`src/rtl/wb_cmd_master.sv`:
```
// Wishbone single-beat initiator: queues valid/ready register commands in a small FIFO,
// runs one bus cycle per command with an ack timeout and returns each result in order.
module wb_cmd_master #(
    parameter int ADDR_WIDTH     = 8,
    parameter int FIFO_DEPTH     = 4,
    parameter int TIMEOUT_CYCLES = 255
) (
    input  logic                  clk,
    input  logic                  rst_n,
    input  logic                  cmd_valid,
    output logic                  cmd_ready,
    input  logic                  cmd_we,
    input  logic [ADDR_WIDTH-1:0] cmd_addr,
    input  logic [31:0]           cmd_wdata,
    input  logic [3:0]            cmd_sel,
    output logic                  rsp_valid,
    input  logic                  rsp_ready,
    output logic                  rsp_we,
    output logic [31:0]           rsp_rdata,
    output logic                  rsp_err,
    output logic [ADDR_WIDTH-1:0] wb_addr,
    output logic [31:0]           wb_dat_o,
    input  logic [31:0]           wb_dat_i,
    output logic                  wb_we,
    output logic [3:0]            wb_sel,
    output logic                  wb_stb,
    output logic                  wb_cyc,
    input  logic                  wb_ack,
    output logic                  busy
);
    localparam int ENTRY_W = ADDR_WIDTH + 37;
    localparam int PTR_W   = $clog2(FIFO_DEPTH);
    localparam int CNT_W   = PTR_W + 1;
    localparam logic [CNT_W-1:0] DEPTH_C  = CNT_W'(FIFO_DEPTH);
    localparam logic [15:0]      TMO_LAST = 16'(TIMEOUT_CYCLES - 1);

    typedef enum logic [1:0] {IDLE, REQ, RESP} state_t;

    state_t                  state_reg;
    logic [ENTRY_W-1:0]      fifo_mem [FIFO_DEPTH];
    logic [PTR_W-1:0]        wr_ptr_reg;
    logic [PTR_W-1:0]        rd_ptr_reg;
    logic [CNT_W-1:0]        count_reg;
    logic                    push;
    logic                    pop;

    logic [ADDR_WIDTH-1:0]   wb_addr_reg;
    logic [31:0]             wb_dat_reg;
    logic                    wb_we_reg;
    logic [3:0]              wb_sel_reg;
    logic                    wb_stb_reg;
    logic [15:0]             tmo_cnt_reg;
    logic                    rsp_valid_reg;
    logic                    rsp_we_reg;
    logic [31:0]             rsp_rdata_reg;
    logic                    rsp_err_reg;

    // Ready depends only on the registered count, so no input-to-output path exists.
    assign cmd_ready = (count_reg < DEPTH_C);
    assign push      = cmd_valid && cmd_ready;
    assign pop       = (state_reg == IDLE) && (count_reg != '0);

    always_ff @(posedge clk) begin
        if (push) begin
            fifo_mem[wr_ptr_reg] <= {cmd_we, cmd_sel, cmd_addr, cmd_wdata};
        end
    end

    always_ff @(posedge clk or negedge rst_n) begin
        if (!rst_n) begin
            wr_ptr_reg <= '0;
            rd_ptr_reg <= '0;
            count_reg  <= '0;
        end else begin
            if (push) begin
                wr_ptr_reg <= wr_ptr_reg + PTR_W'(1);
            end
            if (pop) begin
                rd_ptr_reg <= rd_ptr_reg + PTR_W'(1);
            end
            case ({push, pop})
                2'b10:   count_reg <= count_reg + CNT_W'(1);
                2'b01:   count_reg <= count_reg - CNT_W'(1);
                default: count_reg <= count_reg;
            endcase
        end
    end

    always_ff @(posedge clk or negedge rst_n) begin
        if (!rst_n) begin
            state_reg     <= IDLE;
            wb_addr_reg   <= '0;
            wb_dat_reg    <= '0;
            wb_we_reg     <= 1'b0;
            wb_sel_reg    <= '0;
            wb_stb_reg    <= 1'b0;
            tmo_cnt_reg   <= '0;
            rsp_valid_reg <= 1'b0;
            rsp_we_reg    <= 1'b0;
            rsp_rdata_reg <= '0;
            rsp_err_reg   <= 1'b0;
        end else begin
            case (state_reg)
                IDLE: begin
                    if (pop) begin
                        {wb_we_reg, wb_sel_reg, wb_addr_reg, wb_dat_reg} <= fifo_mem[rd_ptr_reg];
                        wb_stb_reg  <= 1'b1;
                        tmo_cnt_reg <= '0;
                        state_reg   <= REQ;
                    end
                end
                REQ: begin
                    // An ack in the last timeout cycle still completes the transfer cleanly.
                    if (wb_ack) begin
                        wb_stb_reg    <= 1'b0;
                        rsp_valid_reg <= 1'b1;
                        rsp_we_reg    <= wb_we_reg;
                        rsp_rdata_reg <= wb_we_reg ? 32'h0 : wb_dat_i;
                        rsp_err_reg   <= 1'b0;
                        state_reg     <= RESP;
                    end else if (tmo_cnt_reg == TMO_LAST) begin
                        wb_stb_reg    <= 1'b0;
                        rsp_valid_reg <= 1'b1;
                        rsp_we_reg    <= wb_we_reg;
                        rsp_rdata_reg <= 32'h0;
                        rsp_err_reg   <= 1'b1;
                        state_reg     <= RESP;
                    end else begin
                        tmo_cnt_reg <= tmo_cnt_reg + 16'd1;
                    end
                end
                RESP: begin
                    if (rsp_ready) begin
                        rsp_valid_reg <= 1'b0;
                        state_reg     <= IDLE;
                    end
                end
                default: state_reg <= IDLE;
            endcase
        end
    end

    assign wb_addr   = wb_addr_reg;
    assign wb_dat_o  = wb_dat_reg;
    assign wb_we     = wb_we_reg;
    assign wb_sel    = wb_sel_reg;
    assign wb_stb    = wb_stb_reg;
    assign wb_cyc    = wb_stb_reg;
    assign rsp_valid = rsp_valid_reg;
    assign rsp_we    = rsp_we_reg;
    assign rsp_rdata = rsp_rdata_reg;
    assign rsp_err   = rsp_err_reg;
    assign busy      = (state_reg != IDLE) || (count_reg != '0);

endmodule

```
`config.mk`:
```
export PLATFORM = sky130hd
export DESIGN_NAME = wb_cmd_master
export DESIGN_NICKNAME = d
export VERILOG_FILES = /design/src/rtl/wb_cmd_master.sv
export SDC_FILE = /design/constraint.sdc
export NUM_CORES = 1
export LEC_CHECK = 0
export BUFFER_PORTS_ARGS = -buffer_cell sky130_fd_sc_hd__buf_2
export CELL_PAD_IN_SITES_DETAIL_PLACEMENT = 2
export CELL_PAD_IN_SITES_GLOBAL_PLACEMENT = 2
export CORE_MARGIN = 2
export CORE_UTILIZATION = 25
export CTS_BUF_LIST = sky130_fd_sc_hd__clkbuf_8
export CTS_CLUSTER_SIZE = 12
export DETAILED_ROUTE_END_ITERATION = 6
export PLACE_DENSITY_LB_ADDON = 0.1
export SETUP_SLACK_MARGIN = 0.05
export SLEW_MARGIN = 10
export SYNTH_ARGS = -nofsm -noshare
export SYNTH_HDL_FRONTEND = slang
export SYNTH_SLANG_ARGS = --single-unit
```
`constraint.sdc`:
```
create_clock -name clk -period 5.85 [get_ports clk]
set_input_delay 1.4625 -clock clk [delete_from_list [all_inputs] [get_ports clk]]
set_output_delay 1.4625 -clock clk [all_outputs]
set_load 0.02 [all_outputs]
```
==> metrics.csv <==
metric;value;unit
Hold Crit Class;reg -> reg;
total gr overflow;0;
die footprint;0.0452;sq mm
clock slew at reported path FFs;50;ps
Worst-Skew Late Latency;640;ps
final HPWL from detailed placement;17.5;mm
nets;940;
Routed Antenna Nets;0;
register bit total from synthesis;286;
slowest stage cell, crit path;dfrtp_1;
clk_skew;43.1;ps
YS warnings;0;
P_leak;5.38;nW
Place WS;2500;ps
crit path DAT;1640;ps
MaxCap Viol Count;0;
antenna violations before repair;2;
Area Overhead vs Synth;22.4;%
RePlAce Congestion;0.704;
setup violators final;0;
layout cells sized above 1;32.7;%
status;complete, no violations;
die span in x;213;um
reg2reg setup slack;3180;ps
residual DRC count;0;
post_cts resized;0;
worst hold path endpoint;wb_dat_o[3];
Hold WS;468;ps
vias per cell;4.28;
Reg-to-Reg End;rsp_we;
CTS Buffer Depth;3;
post-DR wirelength/cell;19.2;um
Max FO, Critical Path;5;
Hold Crit Start;wb_dat_o[3];
H-tree depth;2;
Hold Fails Final Rpt;0;
Crit. End Element;primary output;
EDFF count, synth;180;
Startpoint Class;flop;
dpl cells;1381;
RSZ-0062 raised after global routing;no;
first-pass GRT wire length;44.0;mm
hold-critical path depth;2;
relative slew slack;33.1;%
Synthesized Nets;749;
Final min period;3110;ps
Total Neg Setup Slack;0;ps
Worst path max stage delay;420;ps
Setup Crit Path Kind;reg -> out;
# hold bufs at CTS;0;
post-CTS setup buffer count;0;
detailed-route via count;6341;
first drt pass iteration count;4;
max-slew violations;0;
Cell variety after synth;50;
worst path cell trace;nor2_1, nand2_1, buf_2;
std cell rows;76;
vias in the first global route;7396;
# clock sinks;286;
worst endpoint required time;4390;ps
Seq/Total Area, Yosys;74.1;%
Tcrit/Tclk final;53.1;%
Synth Cell Area;0.0109;sq mm
CTS tree;done;
1st-iter DRT viols;297;
DRT Wirelength;28.5;mm
Initial Util;25.3;%
Reg2Reg Depth;6;
max FFs per register;180;
Synth Instances;659;
Worst Max-Slew Pin Slew;1000;ps
maximum VDD drop;0.000202;V
gr usage total;13.0;%
# port buffers;165;
ys flop type;edfxtp_1;
largest net degree at the start of global routing;74;
post-route insts no fill;1480;
Pwr per Cell Area;522;mW/mm^2
CTS root buffer;clkbuf_8;
core area;0.0430;sq mm
Syn Area/Cell;16.5;sq um
I/O pin count;166;
Setup WS post-layout;2740;ps
Peak Freq;322;MHz
total CTS buffers;52;
R2R Path Start;tmo_cnt_reg[0];
Die Y-Extent;213;um
FFs w/ async S/R, synth;37.1;%
## power by group
group / internal (mW) / total, mW / leakage [nW] / switching (mW)
clock: 0.896 / 1.74 / 0.582 / 0.844
combinational: 0.842 / 2.20 / 1.82 / 1.36
sequential: 2.67 / 3.01 / 2.97 / 0.334
total: 4.41 / 6.95 / 5.38 / 2.53
## cell usage after synthesis (4+ instances only)
cell,count,area (sq um)
clkbuf_1,20,75.1
ha_1,7,87.6
dfrtp_1,106,2650
nand3_1,8,40.0
o21ai_0,10,50.1
a22o_1,32,280
inv_1,13,48.8
nor2_1,6,22.5
o211ai_1,4,30.0
buf_2,4,20.0
xnor2_1,6,52.6
mux4_2,45,1010
edfxtp_1,180,5410
nand2_1,148,556
nand4_1,4,25.0
or3_1,4,25.0
a21oi_1,6,30.0
mux2i_1,4,40.0
and2_1,4,25.0
## placed cells by master (no fill, tap or decap), drive strengths merged, types with 6 or more instances in the layout
| master | instances |
|---|---|
| nand3 | 8 |
| nor2 | 6 |
| ha | 7 |
| xnor2 | 6 |
| mux4 | 45 |
| edfxtp | 180 |
| clkbuf | 57 |
| buf | 168 |
| clkinv | 14 |
| dfrtp | 106 |
| inv | 40 |
| a22o | 32 |
| a21oi | 6 |
| o21ai | 12 |
| nand2 | 148 |
## through the flow
stage / total power, mW / cell area [sq um] / util (%)
floorplan: 4.47 / 10900 / -
global placement: 5.26 / 12300 / 28.7
detailed placement: 5.35 / 12300 / 28.7
CTS: 7.16 / 13300 / 30.9
global route: 7.47 / 13300 / 30.9
finish: 6.95 / 13300 / 30.9
## how the worst max path moves through the flow
stage	slack (ps)	endpoint	depth (start not counted)	start
after detailed placement	2500	tmo_cnt_reg[11]	5	wb_ack
final	2740	busy	3	state_reg[1]
after global placement	2540	tmo_cnt_reg[13]	5	wb_ack
after floorplan	2530	fifo_mem[0][0]	3	cmd_valid
after CTS	2600	busy	3	state_reg[1]
after global routing	2580	busy	3	state_reg[1]
## worst max-delay path: cells and delay by family (launching register included)
kind	cells	cell delay (ps)
flip-flops	1	420
buffers and inverters	1	170
AND/OR/NAND/NOR	2	450
## cell families after synthesis
| family | Yosys count | share of synthesized area, % |
|---|---|---|
| mux | 50 | 9.80 |
| buf+inv | 45 | 1.84 |
| xor+xnor | 7 | 0.564 |
| simple gates | 198 | 8.14 |
| fa+ha+maj | 8 | 0.990 |
| compound gates | 65 | 4.55 |
| flops | 286 | 74.1 |
## final cells by class
cell class	count	area [sq um]
Clock inverter	41	175
Tap cell	585	732
Timing Repair Buffer	168	855
Clock buffer	57	785
Multi-Input combinational cell	328	2640
Inverter	14	52.6
Antenna cell	1	2.50
Fill cell	4482	29700
Sequential cell	286	8060
## per-layer routing
metal / wire, um / GRT usage (%)
met1: 12000 / 15.8
met5: 10 / 0
met3: 1430 / 3.01
met4: 812 / 5.69
met2: 14200 / 22.0
(Power assumes the default switching activity.)
